--- config.mk ---
export PLATFORM = sky130hd
export DESIGN_NAME = pipelined_adder
export DESIGN_NICKNAME = d
export VERILOG_FILES = /design/src/rtl/pipelined_adder_pkg.sv /design/src/rtl/pipelined_adder_add_slice.sv /design/src/rtl/pipelined_adder_ha.sv /design/src/rtl/pipelined_adder.sv
export SDC_FILE = /design/constraint.sdc
export NUM_CORES = 1
export LEC_CHECK = 0
export CORE_AREA = 2 2 54 56
export DETAILED_ROUTE_END_ITERATION = 16
export DIE_AREA = 0 0 56 58
export GPL_ROUTABILITY_DRIVEN = 0
export HOLD_SLACK_MARGIN = 0.06
export PLACE_DENSITY = 0.8
export REMOVE_ABC_BUFFERS = 1
export SLEW_MARGIN = 20
export SYNTH_ARGS = -nofsm -noshare
export SYNTH_HDL_FRONTEND = slang
export SYNTH_SLANG_ARGS = --single-unit
--- constraint.sdc ---
create_clock -name clk -period 3.4 [get_ports clk]
set_input_delay 0.34 -clock clk [delete_from_list [all_inputs] [get_ports clk]]
set_output_delay 0.34 -clock clk [all_outputs]
set_load 0.01 [all_outputs]
--- src/rtl/pipelined_adder_pkg.sv ---
// Shared types and configuration helpers for the pipelined add/subtract unit.
package pipelined_adder_pkg;

  localparam int unsigned DEF_WIDTH  = 8;
  localparam int unsigned DEF_STAGES = 2;

  // Per-stage control flags travelling alongside the data registers.
  typedef struct packed {
    logic valid;
    logic carry;
    logic ovf;
  } stage_ctl_t;

  function automatic bit cfg_ok(input int unsigned width, input int unsigned stages);
    return (width >= 2) && (stages >= 1) && (stages <= width) && ((width % stages) == 0);
  endfunction

endpackage

--- src/rtl/pipelined_adder_add_slice.sv ---
// SW-bit ripple adder slice; each full adder is two half adders plus an OR.
module pipelined_adder_add_slice #(
  parameter int unsigned SW = 4
) (
  input  logic [SW-1:0] a,
  input  logic [SW-1:0] b,
  input  logic          ci,
  output logic [SW-1:0] s,
  output logic          co,
  output logic          cm
);

  logic [SW:0] c;

  assign c[0] = ci;

  for (genvar i = 0; i < SW; i++) begin : g_fa
    logic p;
    logic g1;
    logic g2;

    pipelined_adder_ha u_ha0 (.a(a[i]), .b(b[i]), .s(p),    .c(g1));
    pipelined_adder_ha u_ha1 (.a(p),    .b(c[i]), .s(s[i]), .c(g2));

    assign c[i+1] = g1 | g2;
  end

  assign co = c[SW];
  // Carry into the slice MSB; combined with co it yields signed overflow.
  assign cm = c[SW-1];

endmodule

--- src/rtl/pipelined_adder_ha.sv ---
// One-bit half adder: the primitive every full adder in the slice is built from.
module pipelined_adder_ha (
  input  logic a,
  input  logic b,
  output logic s,
  output logic c
);

  assign s = a ^ b;
  assign c = a & b;

endmodule

--- src/rtl/pipelined_adder.sv ---
// Skewed STAGES-deep add/subtract pipeline with a single global advance enable.
module pipelined_adder
  import pipelined_adder_pkg::*;
#(
  parameter int unsigned WIDTH  = DEF_WIDTH,
  parameter int unsigned STAGES = DEF_STAGES
) (
  input  logic             clk,
  input  logic             rst,
  input  logic             in_valid,
  output logic             in_ready,
  input  logic [WIDTH-1:0] a,
  input  logic [WIDTH-1:0] b,
  input  logic             cin,
  input  logic             sub,
  output logic             out_valid,
  input  logic             out_ready,
  output logic [WIDTH-1:0] sum,
  output logic             cout,
  output logic             ovf
);

  localparam int unsigned SW = WIDTH / STAGES;

  if (!cfg_ok(WIDTH, STAGES)) begin : g_cfg_err
    $error("pipelined_adder: need WIDTH >= 2, 1 <= STAGES <= WIDTH, WIDTH %% STAGES == 0");
  end

  logic             adv;
  logic [WIDTH-1:0] x_a [STAGES];
  logic [WIDTH-1:0] x_b [STAGES];
  logic [WIDTH-1:0] x_s [STAGES];
  logic [WIDTH-1:0] n_s [STAGES];
  logic             x_v [STAGES];
  logic             x_c [STAGES];
  logic [SW-1:0]    ss  [STAGES];
  logic             co  [STAGES];
  logic             cm  [STAGES];
  logic [WIDTH-1:0] r_a [STAGES];
  logic [WIDTH-1:0] r_b [STAGES];
  logic [WIDTH-1:0] r_s [STAGES];
  stage_ctl_t       r_ctl [STAGES];

  // The whole pipe moves together whenever the output slot is free or draining.
  assign adv      = !out_valid || out_ready;
  assign in_ready = adv;

  for (genvar k = 0; k < STAGES; k++) begin : g_stage
    localparam logic [WIDTH-1:0] MASK = WIDTH'({SW{1'b1}}) << (k * SW);

    // Stage 0 takes the operands (B pre-inverted for subtract), later stages their predecessor.
    if (k == 0) begin : g_first
      assign x_a[k] = a;
      assign x_b[k] = sub ? ~b : b;
      assign x_c[k] = sub | cin;
      assign x_v[k] = in_valid;
      assign x_s[k] = '0;
    end else begin : g_next
      assign x_a[k] = r_a[k-1];
      assign x_b[k] = r_b[k-1];
      assign x_c[k] = r_ctl[k-1].carry;
      assign x_v[k] = r_ctl[k-1].valid;
      assign x_s[k] = r_s[k-1];
    end

    pipelined_adder_add_slice #(.SW(SW)) u_slice (
      .a  (x_a[k][k*SW +: SW]),
      .b  (x_b[k][k*SW +: SW]),
      .ci (x_c[k]),
      .s  (ss[k]),
      .co (co[k]),
      .cm (cm[k])
    );

    assign n_s[k] = (x_s[k] & ~MASK) | (WIDTH'(ss[k]) << (k * SW));
  end

  // Stage registers; the last one doubles as the output register.
  always_ff @(posedge clk or posedge rst) begin
    if (rst) begin
      for (int k = 0; k < STAGES; k++) begin
        r_a[k]   <= '0;
        r_b[k]   <= '0;
        r_s[k]   <= '0;
        r_ctl[k] <= '0;
      end
    end else if (adv) begin
      for (int k = 0; k < STAGES; k++) begin
        r_a[k]         <= x_a[k];
        r_b[k]         <= x_b[k];
        r_s[k]         <= n_s[k];
        r_ctl[k].valid <= x_v[k];
        r_ctl[k].carry <= co[k];
        r_ctl[k].ovf   <= co[k] ^ cm[k];
      end
    end
  end

  assign out_valid = r_ctl[STAGES-1].valid;
  assign sum       = r_s[STAGES-1];
  assign cout      = r_ctl[STAGES-1].carry;
  assign ovf       = r_ctl[STAGES-1].ovf;

endmodule

Word level (Yosys, flattened, before mapping)
Cells that the tools add are included.
{"block": "word_totals", "out_inout_bits": 12, "inputBits": 22, "wordCells": 56, "register_bits": 33}
{"block": "op_classes", "bitwise": 44, "mux": 1, "n_reduce_logical": 2}
{"cell": "1-bit XOR", "count": 17}
{"cell": "1-bit AND", "count": 16}
{"cell": "1-bit bitwise OR", "count": 9}
{"cell": "8-bit two-way mux", "count": 1}
{"cell": "8-bit inverter", "count": 1}
{"cell": "4-bit by 8-bit bitwise OR with 8-bit output", "count": 1}
{"cell": "1-bit zero test", "count": 1}
{"cell": "1-bit logical OR", "count": 1}

Logic depth before layout (Yosys ltp)
Gate-level depths: netlist of the first run.
{"block": "depth", "depth_word": 11, "mapped_depth": 9, "mapped_depth_nobuf": 9}

Cells and area by module
From an unflattened synthesis of the first run, not the netlist that was laid out.
{"block": "hier_totals", "hier_cells": 90, "hier_area_um2": 1373.8}
{"mod": "pipelined_adder", "cells_per_inst": 66, "instances": 1, "seq_area_each_um2": 625.6, "area_each_um2": 1123.6}
{"mod": "pipelined_adder_ha", "cells_per_inst": 1, "instances": 16, "seq_area_each_um2": 0.0, "area_each_um2": 12.5}
{"mod": "pipelined_adder_add_slice", "cells_per_inst": 4, "instances": 2, "seq_area_each_um2": 0.0, "area_each_um2": 25.0}

Least setup slack after synthesis of the first run
OpenSTA, ideal clock, no wires.
{"block": "synth_timing", "path_type": "input to register", "startpoint": "input sub", "endpoint": "register r_s[11] (netlist bit)", "setup_ns": 0.125, "t_required_ns": 3.275, "arrival_ns": 2.524, "path_stages": 8, "path_buffers": 1, "setup_slack_ns": 0.750, "cell_sequence": "buf_2 > xnor2_1 > fa_1 > fa_1 > fa_1 > inv_1 > fa_1 > mux2_4"}
{"block": "synth_between", "elab_chain_cells": 9, "word_cells_on_any_way": 16, "classes_between": "1 x mux; 15 x bitwise"}
{"item": "start, declared", "line_no": "pipelined_adder.sv:15", "rtl": "input logic sub,"}
{"item": "8-bit two-way mux", "line_no": "pipelined_adder.sv:54", "rtl": "assign x_b[k] = sub ? ~b : b;"}
{"item": "1-bit XOR", "line_no": "pipelined_adder_ha.sv:9", "rtl": "assign s = a ^ b;"}
{"item": "1-bit AND", "line_no": "pipelined_adder_ha.sv:10", "rtl": "assign c = a & b;"}
{"item": "1-bit bitwise OR", "line_no": "pipelined_adder_add_slice.sv:25", "rtl": "assign c[i+1] = g1 | g2;"}
{"item": "1-bit AND", "line_no": "pipelined_adder_ha.sv:10"}
{"item": "1-bit bitwise OR", "line_no": "pipelined_adder_add_slice.sv:25"}
{"item": "1-bit AND", "line_no": "pipelined_adder_ha.sv:10"}
{"item": "1-bit bitwise OR", "line_no": "pipelined_adder_add_slice.sv:25"}
{"item": "1-bit XOR (*)", "line_no": "pipelined_adder_ha.sv:9"}
{"item": "named net g_stage[0].u_slice.g_fa[3].u_ha1.s", "line_no": "pipelined_adder_ha.sv:5", "rtl": "output logic s,"}
{"item": "end signal, assigned by index", "line_no": "pipelined_adder.sv:91", "rtl": "r_s[k] <= n_s[k];"}
{"item": "end, declared", "line_no": "pipelined_adder.sv:41", "rtl": "logic [WIDTH-1:0] r_s [STAGES];"}
Mark *: on every way through the listed nets, which the timed path passes. The rest lies on a longest branch.
A chain may end at the register's enable or synchronous reset.

Worst setup path in the final report of the first run
Ends and elaborated chain as after synthesis.

==> results of run 1 <==
[worst reg2reg max path, stage by stage, from the launching register on]
cell     delay [ns]
dfrtp_1        0.38
inv_1          0.06
fa_1           0.41
inv_1          0.07
fa_1           0.19
fa_1           0.23
inv_1          0.07
fa_1           0.41
xnor2_1        0.15
mux2_4         0.26
[placed cells by master, fill, tap and decap left out, types with 2 or more instances in the layout]
cell type        instances
mux2_4                  10
a21oi_1                  6
xor2_1                   3
mux2i_1                  2
clkdlybuf4s50_1         33
clkbuf_4                 3
xnor2_1                  6
dfrtp_1                 25
inv_1                   12
fa_1                     8
mux2_2                   6
buf_4                    2
nor3b_1                  6
nand2b_1                 2
[state kept, by name, summed over array words and instances (netlist names)]
signal     count
sum            8
ovf            1
cout           1
r_a            4
out_valid      1
r_s            4
r_b            4
r_ctl          2
[worst paths after layout]
check,slack (ns),endpoint,from
hold reg to reg,0.50,out_valid,r_ctl[5]
hold / removal,0.50,out_valid,r_ctl[5]
max in group asynchronous,2.31,r_b[12],rst
setup reg to reg,1.08,ovf,r_a[12]
min in group asynchronous,0.52,sum[2],rst
setup / recovery,0.74,r_s[11],sub
[cells by family after synthesis]
| logic type | count (synthesis) | synth area share (%) |
|---|---|---|
| compound gates | 6 | 2.34 |
| simple gates | 9 | 4.78 |
| flops | 25 | 48.8 |
| buf+inv | 16 | 6.93 |
| fa+ha+maj | 8 | 12.5 |
| mux | 18 | 18.5 |
| xor+xnor | 9 | 6.15 |
[layout make-up]
| class | instances | share of cell area (%) |
|---|---|---|
| well taps | 31 | 2.35 |
| flip-flops and latches | 25 | 37.9 |
| multi-input cells | 50 | 34.4 |
| clock buffers | 3 | 1.36 |
| inverters | 12 | 2.73 |
| repair buffers | 35 | 20.9 |
| clock inverters | 1 | 0.454 |
[metrics by stage]
step	instance area (um^2)	power [mW]	utilization, %	std cells	setup WS, ns
global route	1650	1.00	62.1	157	0.679
finish	1650	0.939	62.1	157	0.741
detailed placement	1620	0.813	60.9	153	0.366
global placement	1620	0.797	60.9	153	0.411
CTS	1650	0.953	62.1	157	0.733
floorplan	1240	0.630	-	87	0.959
[power groups by stage]
stage / combinational, mW / sequential, mW / clock (mW)
after floorplan: 0.178 / 0.452 / 0
after global placement: 0.361 / 0.436 / 0
after detailed placement: 0.374 / 0.439 / 0
after CTS: 0.377 / 0.434 / 0.142
after global routing: 0.406 / 0.445 / 0.150
final: 0.369 / 0.433 / 0.137
[layer usage]
metal	share of wire [%]	wire, um
met1	44	1010
met3	3.4	78
met5	0	0
met2	52	1210
met4	0.61	14
==> results.yml, run 1 <==
route:
  drt-pass1-iter-count: 3
  viasPerCell: 4.87
  routedWlPerCell_um: 14.7
  antenna_left: 0
  routed_wl_mm: 2.31
  dr_total_vias: 764
  drtIter0Drc: 15
  drc: 0
synthesis:
  synth_cell_types: 16
  yosys_warnings: 0
  synthFlopType: "dfrtp_1"
  synth_top_area_share_pct: 48.8
  synth_edf_count: 0
  avgSynthCellArea_um2: 14.1
  ys_ff_latch: 25
  synth_top_area_cell: "dfrtp_1"
  synth_area_leaders: "dfrtp_1 (49%), fa_1 (12%), mux2_4 (12%), mux2_2 (5.3%), xnor2_1 (4.1%)"
  async_reset_ff_share_pct: 100
  seq_area_frac_synth_pct: 48.8
  synth_most_common_cell: "dfrtp_1"
  syn_inst: 91
  synthesis.area_um2: 1280
  yosys-top-cells-count: "dfrtp_1 (25), inv_1 (12), mux2_4 (10)"
worst_setup_path:
  critPathMaxFanout: 3
  cp.depth: 8
  worstPathArrival_ns: 2.88
  cpLargestDelayFamily: "adder cells"
  crit_buf_inv: 2
  crit_chain: "clkdlybuf4s50_1 > xnor2_1 > fa_1 > fa_1 > fa_1 > inv_1 > fa_1 > mux2_4"
  slowest_stage: "clkdlybuf4s50_1"
  end_kind: "flop"
  reg2regPathDepth: 9
  max_stage_delay_ns: 0.53
  cp.required_ns: 3.63
  crit_top_cell: "fa_1"
  criticalPathCategory: "in -> reg"
  worstSetupStartpointType: "primary input"
global_route:
  busiest_layer: "met2"
  grt_pass1_vias: 891
  grt_pass1_wl_mm: 3.91
  grt.total_usage_pct: 15.6
  grt_antenna_before_repair: 0
  use_met3_pct: 2.23
  grt_max_degree: 26
  gr-usage-met2_pct: 28.2
  grt_use_met1_pct: 20.3
  overflow: 0
finish:
  area_delta_synth_final_pct: 28.9
  seqCellArea_um2: 626
  multi_input_area_um2: 568
  diodes: 0
  nNetsFinal: 157
  drive_gt1_share_pct: 17.5
  fillers: 230
power:
  power.share.sequential_pct: 46.1
  clock_power_share_pct: 14.6
  vdd_drop_max_mv: 0.341
  p_per_area_nw_per_um2: 568
  sw_frac_of_total_pct: 30.0
  combPwrFrac_pct: 39.3
  p_switching_uw: 281
  intPower_uw: 658
  total_leakage_power_nw: 0.738
timing:
  period_share_pct: 78.2
  skew_ns: 0.00922
  timing_hold_violations_final: 0
  grt_setup_unrepaired: "false"
  holdWs_ns: 0.499
  setup_viol: 0
  final.setup.tns_ns: 0
  worstMarginPinSlew_ns: 0.938
  maxSlewHeadroom_pct: 37.4
  slew_violations: 0
  fmax_mhz: 376
  min_period_ns: 2.66
clock_network:
  h-tree-depth: 1
  clk_latency_ns: 0.32
  clock_sinks: 25
  cts_hold_buf: 0
  ctsResizeCount: 0
  cts.clk_slew.worst_paths_ns: 0.15
  clockRootBuffer: "clkbuf_4"
  cts_setup_buffers: 0
  cts_made_buffers: 3
  cts_tree: "done"
  cts_buffer_depth: 2
floorplan:
  die_h_um: 58
  core-area_um2: 2660
  dieArea_um2: 3250
  pin_count: 34
  die_width_um: 56
  row_count: 19
  start_util_pct: 48.2
placement:
  dp_hpwl_mm: 1.78
  portBuffers: 33
worst_hold_path:
  whs_path_depth: 1
  hold_path_class: "reg -> reg"
outcome:
  status: "finished, final reports clean"
job:
  max-cap-violations: 0
Power figures use the tool's default switching activity.
==> run 2, diff against run 1 <==
Settings changed: CORE_AREA 2 2 54 56 to 2 2 56 58, DIE_AREA 0 0 56 58 to 0 0 58 60, PLACE_DENSITY 0.8 to 0.75.
Clock period 3.4 ns to 2.7 ns, I/O delays scaled along.
==> run 2 against run 1 <==
  * Global-route usage is 1.2 points lower
  * Register-to-register slack worse by 0.66 ns
  * Total power up 24%
  * Count of clock-buffer cells in the layout grew 1
  * Flip-flop and latch count unchanged
==> results.yml, run 2 (synthesized netlist as in run 1, its figures left out) <==
power:
  vdd_drop_max_mv: 0.452
  p_switching_uw: 337
  p_total_mw: 1.17
  total_leakage_power_nw: 0.752
  clock_power_share_pct: 14.5
  p_per_area_nw_per_um2: 703
  power.share.sequential_pct: 46.2
  combPwrFrac_pct: 39.2
  sw_frac_of_total_pct: 28.9
  intPower_uw: 831
finish:
  area_delta_synth_final_pct: 29.6
  diodes: 0
  drive_gt1_share_pct: 17.3
  layout_commonest_cell: "clkdlybuf4s50_1"
  final_cell_mix: "clkdlybuf4s50_1 (32), dfrtp_1 (25), inv_1 (12)"
  nNetsFinal: 158
  fin_cells: 160
  postLayoutCellArea_um2: 1660
  largest_reg_flops: 8
timing:
  grt_setup_unrepaired: "false"
  maxSlewHeadroom_pct: 37.4
  skew_ns: 0.000806
  min_period_ns: 2.54
  worstMarginPinSlew_ns: 0.938
  slew_violations: 0
  timing_hold_violations_final: 0
  setup_viol: 0
  period_share_pct: 94.0
  fmax_mhz: 394
route:
  routed.top_layer: "met4"
  dr_total_vias: 770
  wl_met1_um: 965
  met3_length_um: 103
  antenna_left: 0
  drtIter0Drc: 4
  viasPerCell: 4.81
  drc: 0
  routedWlPerCell_um: 13.1
  routed_wl_mm: 2.09
  wl_met2_mm: 1.01
  drt-pass1-iter-count: 2
clock_network:
  clock_sinks: 25
  cts_buffer_depth: 2
  cts_made_buffers: 3
  clk_latency_ns: 0.31
  cts.clk_slew.worst_paths_ns: 0.14
  cts_hold_buf: 0
  clockRootBuffer: "clkbuf_4"
  cts_tree: "done"
  h-tree-depth: 1
placement:
  portBuffers: 33
  dp_hpwl_mm: 1.62
  dp.cells: 156
  postPlaceCellArea_um2: 1630
global_route:
  grt_pass1_wl_mm: 3.80
  grt_pass1_vias: 857
  grt.total_usage_pct: 14.4
  overflow: 0
  grt_antenna_before_repair: 0
  grt_max_degree: 26
worst_setup_path:
  worstSetupStartpointType: "primary input"
  crit_buf_inv: 2
  crit_chain: "clkdlybuf4s50_1 > xnor2_1 > fa_1 > fa_1 > fa_1 > inv_1 > fa_1 > mux2_4"
  end_kind: "flop"
  criticalPathCategory: "in -> reg"
  max_stage_delay_ns: 0.42
  critPathMaxFanout: 1
  cp.required_ns: 2.92
  slowest_stage: "clkdlybuf4s50_1"
  crit_top_cell: "fa_1"
  worstPathArrival_ns: 2.76
  cpLargestDelayFamily: "adder cells"
floorplan:
  start_util_pct: 44.2
  core-area_um2: 2900
  row_count: 20
  pin_count: 34
  die_width_um: 58
  dieArea_um2: 3480
  die_h_um: 60
worst_hold_path:
  hold_path_class: "in -> async"
outcome:
  status: "finished, final reports clean"
job:
  max-cap-violations: 0
==> run 2: through the flow <==
| step | setup slack, ns | TNS, ns | hold WS (ns) | util (%) |
|---|---|---|---|---|
| after floorplan | 0.329 | 0 | 0.297 | - |
| after global placement | -0.208 | -0.208 | 0.449 | 56.3 |
| after detailed placement | -0.285 | -0.285 | 0.457 | 56.3 |
| after CTS | 0.0733 | 0 | 0.489 | 57.2 |
| after global routing | 0.0786 | 0 | 0.520 | 57.2 |
| final | 0.162 | 0 | 0.444 | 57.2 |
==> run 2: worst paths after layout <==
check                           slack (ns)  startpoint         to  depth (start not counted)
worst max-delay path                  0.16        b[0]    r_s[11]                          8
worst min-delay path                  0.44         rst    r_b[15]                          2
worst max register to register        0.42     r_a[12]        ovf                          9
worst min register to register        0.48    r_ctl[5]  out_valid                          1
max in group asynchronous             1.69         rst   r_ctl[4]                          2
min in group clk                      0.48    r_ctl[5]  out_valid                          1
==> run 2: area by class of cell <==
type / count / area, um^2
Inverter: 12 / 45.0
Multi-Input combinational cell: 50 / 568
Tap cell: 33 / 41.3
Clock buffer: 4 / 26.3
Timing Repair Buffer: 36 / 355
Fill cell: 259 / 1240
Sequential cell: 25 / 626
==> run 2: worst register-to-register path, cell delays in order (launching register included) <==
cell,delay (ns)
dfrtp_1,0.37
inv_1,0.06
fa_1,0.41
inv_1,0.08
fa_1,0.18
fa_1,0.22
inv_1,0.06
fa_1,0.40
xnor2_1,0.14
mux2_4,0.25
==> run 2: layer usage <==
metal	vias to the layer above	global-route usage, %
met1	386	19.7
met2	22	24.0
met5	-	0
met3	2	3.03
li1	360	-
met4	0	2.99
==> run 2: power groups by stage <==
| stage | Sequential (mW) | Combinational [mW] | Clock (mW) |
|---|---|---|---|
| CTS | 0.543 | 0.467 | 0.177 |
| finish | 0.540 | 0.458 | 0.170 |
| global placement | 0.547 | 0.457 | 0 |
| global route | 0.558 | 0.505 | 0.190 |
| detailed placement | 0.550 | 0.465 | 0 |
| floorplan | 0.569 | 0.224 | 0 |
==> run 2: repair_timing <==
item	in CTS	in global routing
buffers inserted	0	0
resized for setup	0	1
setup endpoints to repair	0	1
==> run 3, diff against run 2 <==
Settings changed: CORE_AREA 2 2 56 58 to 2 2 54 56, CTS_BUF_LIST set to sky130_fd_sc_hd__clkbuf_4, DIE_AREA 0 0 58 60 to 0 0 56 58, PLACE_DENSITY 0.75 to 0.8.
==> run 3 against run 2 <==
  * Fmax is 3.0% lower
  * Final cell count down 1.3%
  * Core utilization increased by 5.1 points
  * Critical path type unchanged
  * Critical endpoint unchanged
  * Clock skew up 0.0051 ns
  * Count of clock-buffer cells in the layout fell by 1
  * Wire length rose by 7.5%
  * Sequential share of layout area about the same
  * Sequential power hardly changed
==> results.yml, run 3 (synthesized netlist as in run 1, its figures left out) <==
outcome:
  status: "finished, final reports clean"
finish:
  layout_commonest_cell: "clkdlybuf4s50_1"
  largest_reg_flops: 8
  nNetsFinal: 158
  area_delta_synth_final_pct: 29.5
  drive_gt1_share_pct: 18.1
  postLayoutCellArea_um2: 1660
  final_cell_mix: "clkdlybuf4s50_1 (33), dfrtp_1 (25), inv_1 (12)"
  diodes: 0
route:
  dr_total_vias: 770
  drc: 0
  viasPerCell: 4.87
  routed_wl_mm: 2.25
  drt-pass1-iter-count: 2
  antenna_left: 0
  drtIter0Drc: 2
  routedWlPerCell_um: 14.2
global_route:
  grt_pass1_vias: 884
  grt_use_met1_pct: 20.1
  busiest_layer: "met2"
  overflow: 0
  gr-usage-met2_pct: 27.4
  grt_max_degree: 26
  use_met3_pct: 4.91
  grt_pass1_wl_mm: 3.91
  grt_antenna_before_repair: 0
  grt.total_usage_pct: 15.4
clock_network:
  cts.clk_slew.worst_paths_ns: 0.14
  cts_setup_buffers: 0
  cts_hold_buf: 0
  clk_latency_ns: 0.32
  cts_made_buffers: 3
  ctsResizeCount: 0
  clockRootBuffer: "clkbuf_4"
  clock_sinks: 25
  cts_buffer_depth: 2
  cts_tree: "done"
  h-tree-depth: 1
timing:
  setup_viol: 0
  grt_setup_unrepaired: "false"
  min_period_ns: 2.61
  holdWs_ns: 0.450
  worstMarginPinSlew_ns: 0.926
  skew_ns: 0.00595
  fmax_mhz: 382
  period_share_pct: 96.8
  final.setup.tns_ns: 0
  slew_violations: 0
  timing_hold_violations_final: 0
  maxSlewHeadroom_pct: 38.2
job:
  max-cap-violations: 0
floorplan:
  dieArea_um2: 3250
  start_util_pct: 48.2
  row_count: 19
  pin_count: 34
  core-area_um2: 2660
  die_h_um: 58
  die_width_um: 56
worst_setup_path:
  crit_buf_inv: 2
  cp.required_ns: 2.92
  reg2reg_to: "ovf"
  crit_top_cell: "fa_1"
  cpLargestDelayFamily: "adder cells"
  crit_chain: "clkdlybuf4s50_1 > xnor2_1 > fa_1 > fa_1 > fa_1 > inv_1 > fa_1 > mux2_4"
  end_kind: "flop"
  reg2regPathDepth: 9
  rrSetupSlack_ns: 0.37
  criticalPathCategory: "in -> reg"
  worstSetupStartpointType: "primary input"
  reg2reg_from: "r_a[12]"
  slowest_stage: "clkdlybuf4s50_1"
  critPathMaxFanout: 3
  worstPathArrival_ns: 2.83
  max_stage_delay_ns: 0.54
placement:
  postPlaceCellArea_um2: 1630
  dp_hpwl_mm: 1.72
  portBuffers: 33
power:
  p_total_mw: 1.18
  total_leakage_power_nw: 0.742
  vdd_drop_max_mv: 0.593
  p_per_area_nw_per_um2: 710
worst_hold_path:
  hold_path_class: "in -> async"
run 3: changes by cell type in the layout (fill, tap and decap cells not counted):
cell	before	now
dlymetal6s2s_1	1	0
clkinvlp_4	0	1
clkbuf_1	1	0
clkdlybuf4s50_1	32	33
run 3: worst max-delay path by stage:
| stage | start | endpoint | slack [ns] | cells past startpoint |
|---|---|---|---|---|
| 6_report | sub | r_s[11] | 0.09 | 8 |
| 5_1_grt | sub | r_s[11] | 0.01 | 8 |
| 4_1_cts | sub | r_s[11] | 0.06 | 8 |
| 3_5_place_dp | sub | r_s[11] | -0.28 | 8 |
| 3_3_place_gp | sub | r_s[11] | -0.22 | 8 |
| 2_1_floorplan | b[0] | r_s[11] | 0.33 | 7 |
run 3: routing by layer:
layer	routed length, um	vias to the layer above
met2	1130	19
met5	0	-
met4	0	0
met3	119	0
met1	999	389
li1	-	362
run 3: worst reg2reg max path, stage by stage (launching register included):
cell	delay, ns
dfrtp_1	0.38
inv_1	0.06
fa_1	0.41
inv_1	0.08
fa_1	0.19
fa_1	0.23
inv_1	0.07
fa_1	0.40
xnor2_1	0.15
mux2_4	0.25
run 3: cell type report:
cell class,instances,area [um^2]
sequential,25,626
clock inverter,1,7.51
clock buffer,3,22.5
timing repair buffer,36,353
inverter,12,45.0
multi-input combinational,50,568
tap,31,38.8
fill,227,1000
run 3: report_power, final:
group / switching (mW) / total, mW / internal (mW) / leakage (nW)
registers: 0.0627 / 0.542 / 0.479 / 0.287
clock network: 0.116 / 0.172 / 0.0566 / 0.0139
logic: 0.171 / 0.465 / 0.294 / 0.441
total: 0.349 / 1.18 / 0.830 / 0.742
run 3: metrics by stage:
step	utilization, %	instances	worst slack [ns]
floorplan	-	87	0.329
global placement	61.2	154	-0.216
detailed placement	61.2	154	-0.285
CTS	62.4	158	0.0641
global route	62.4	158	0.0150
finish	62.4	158	0.0852
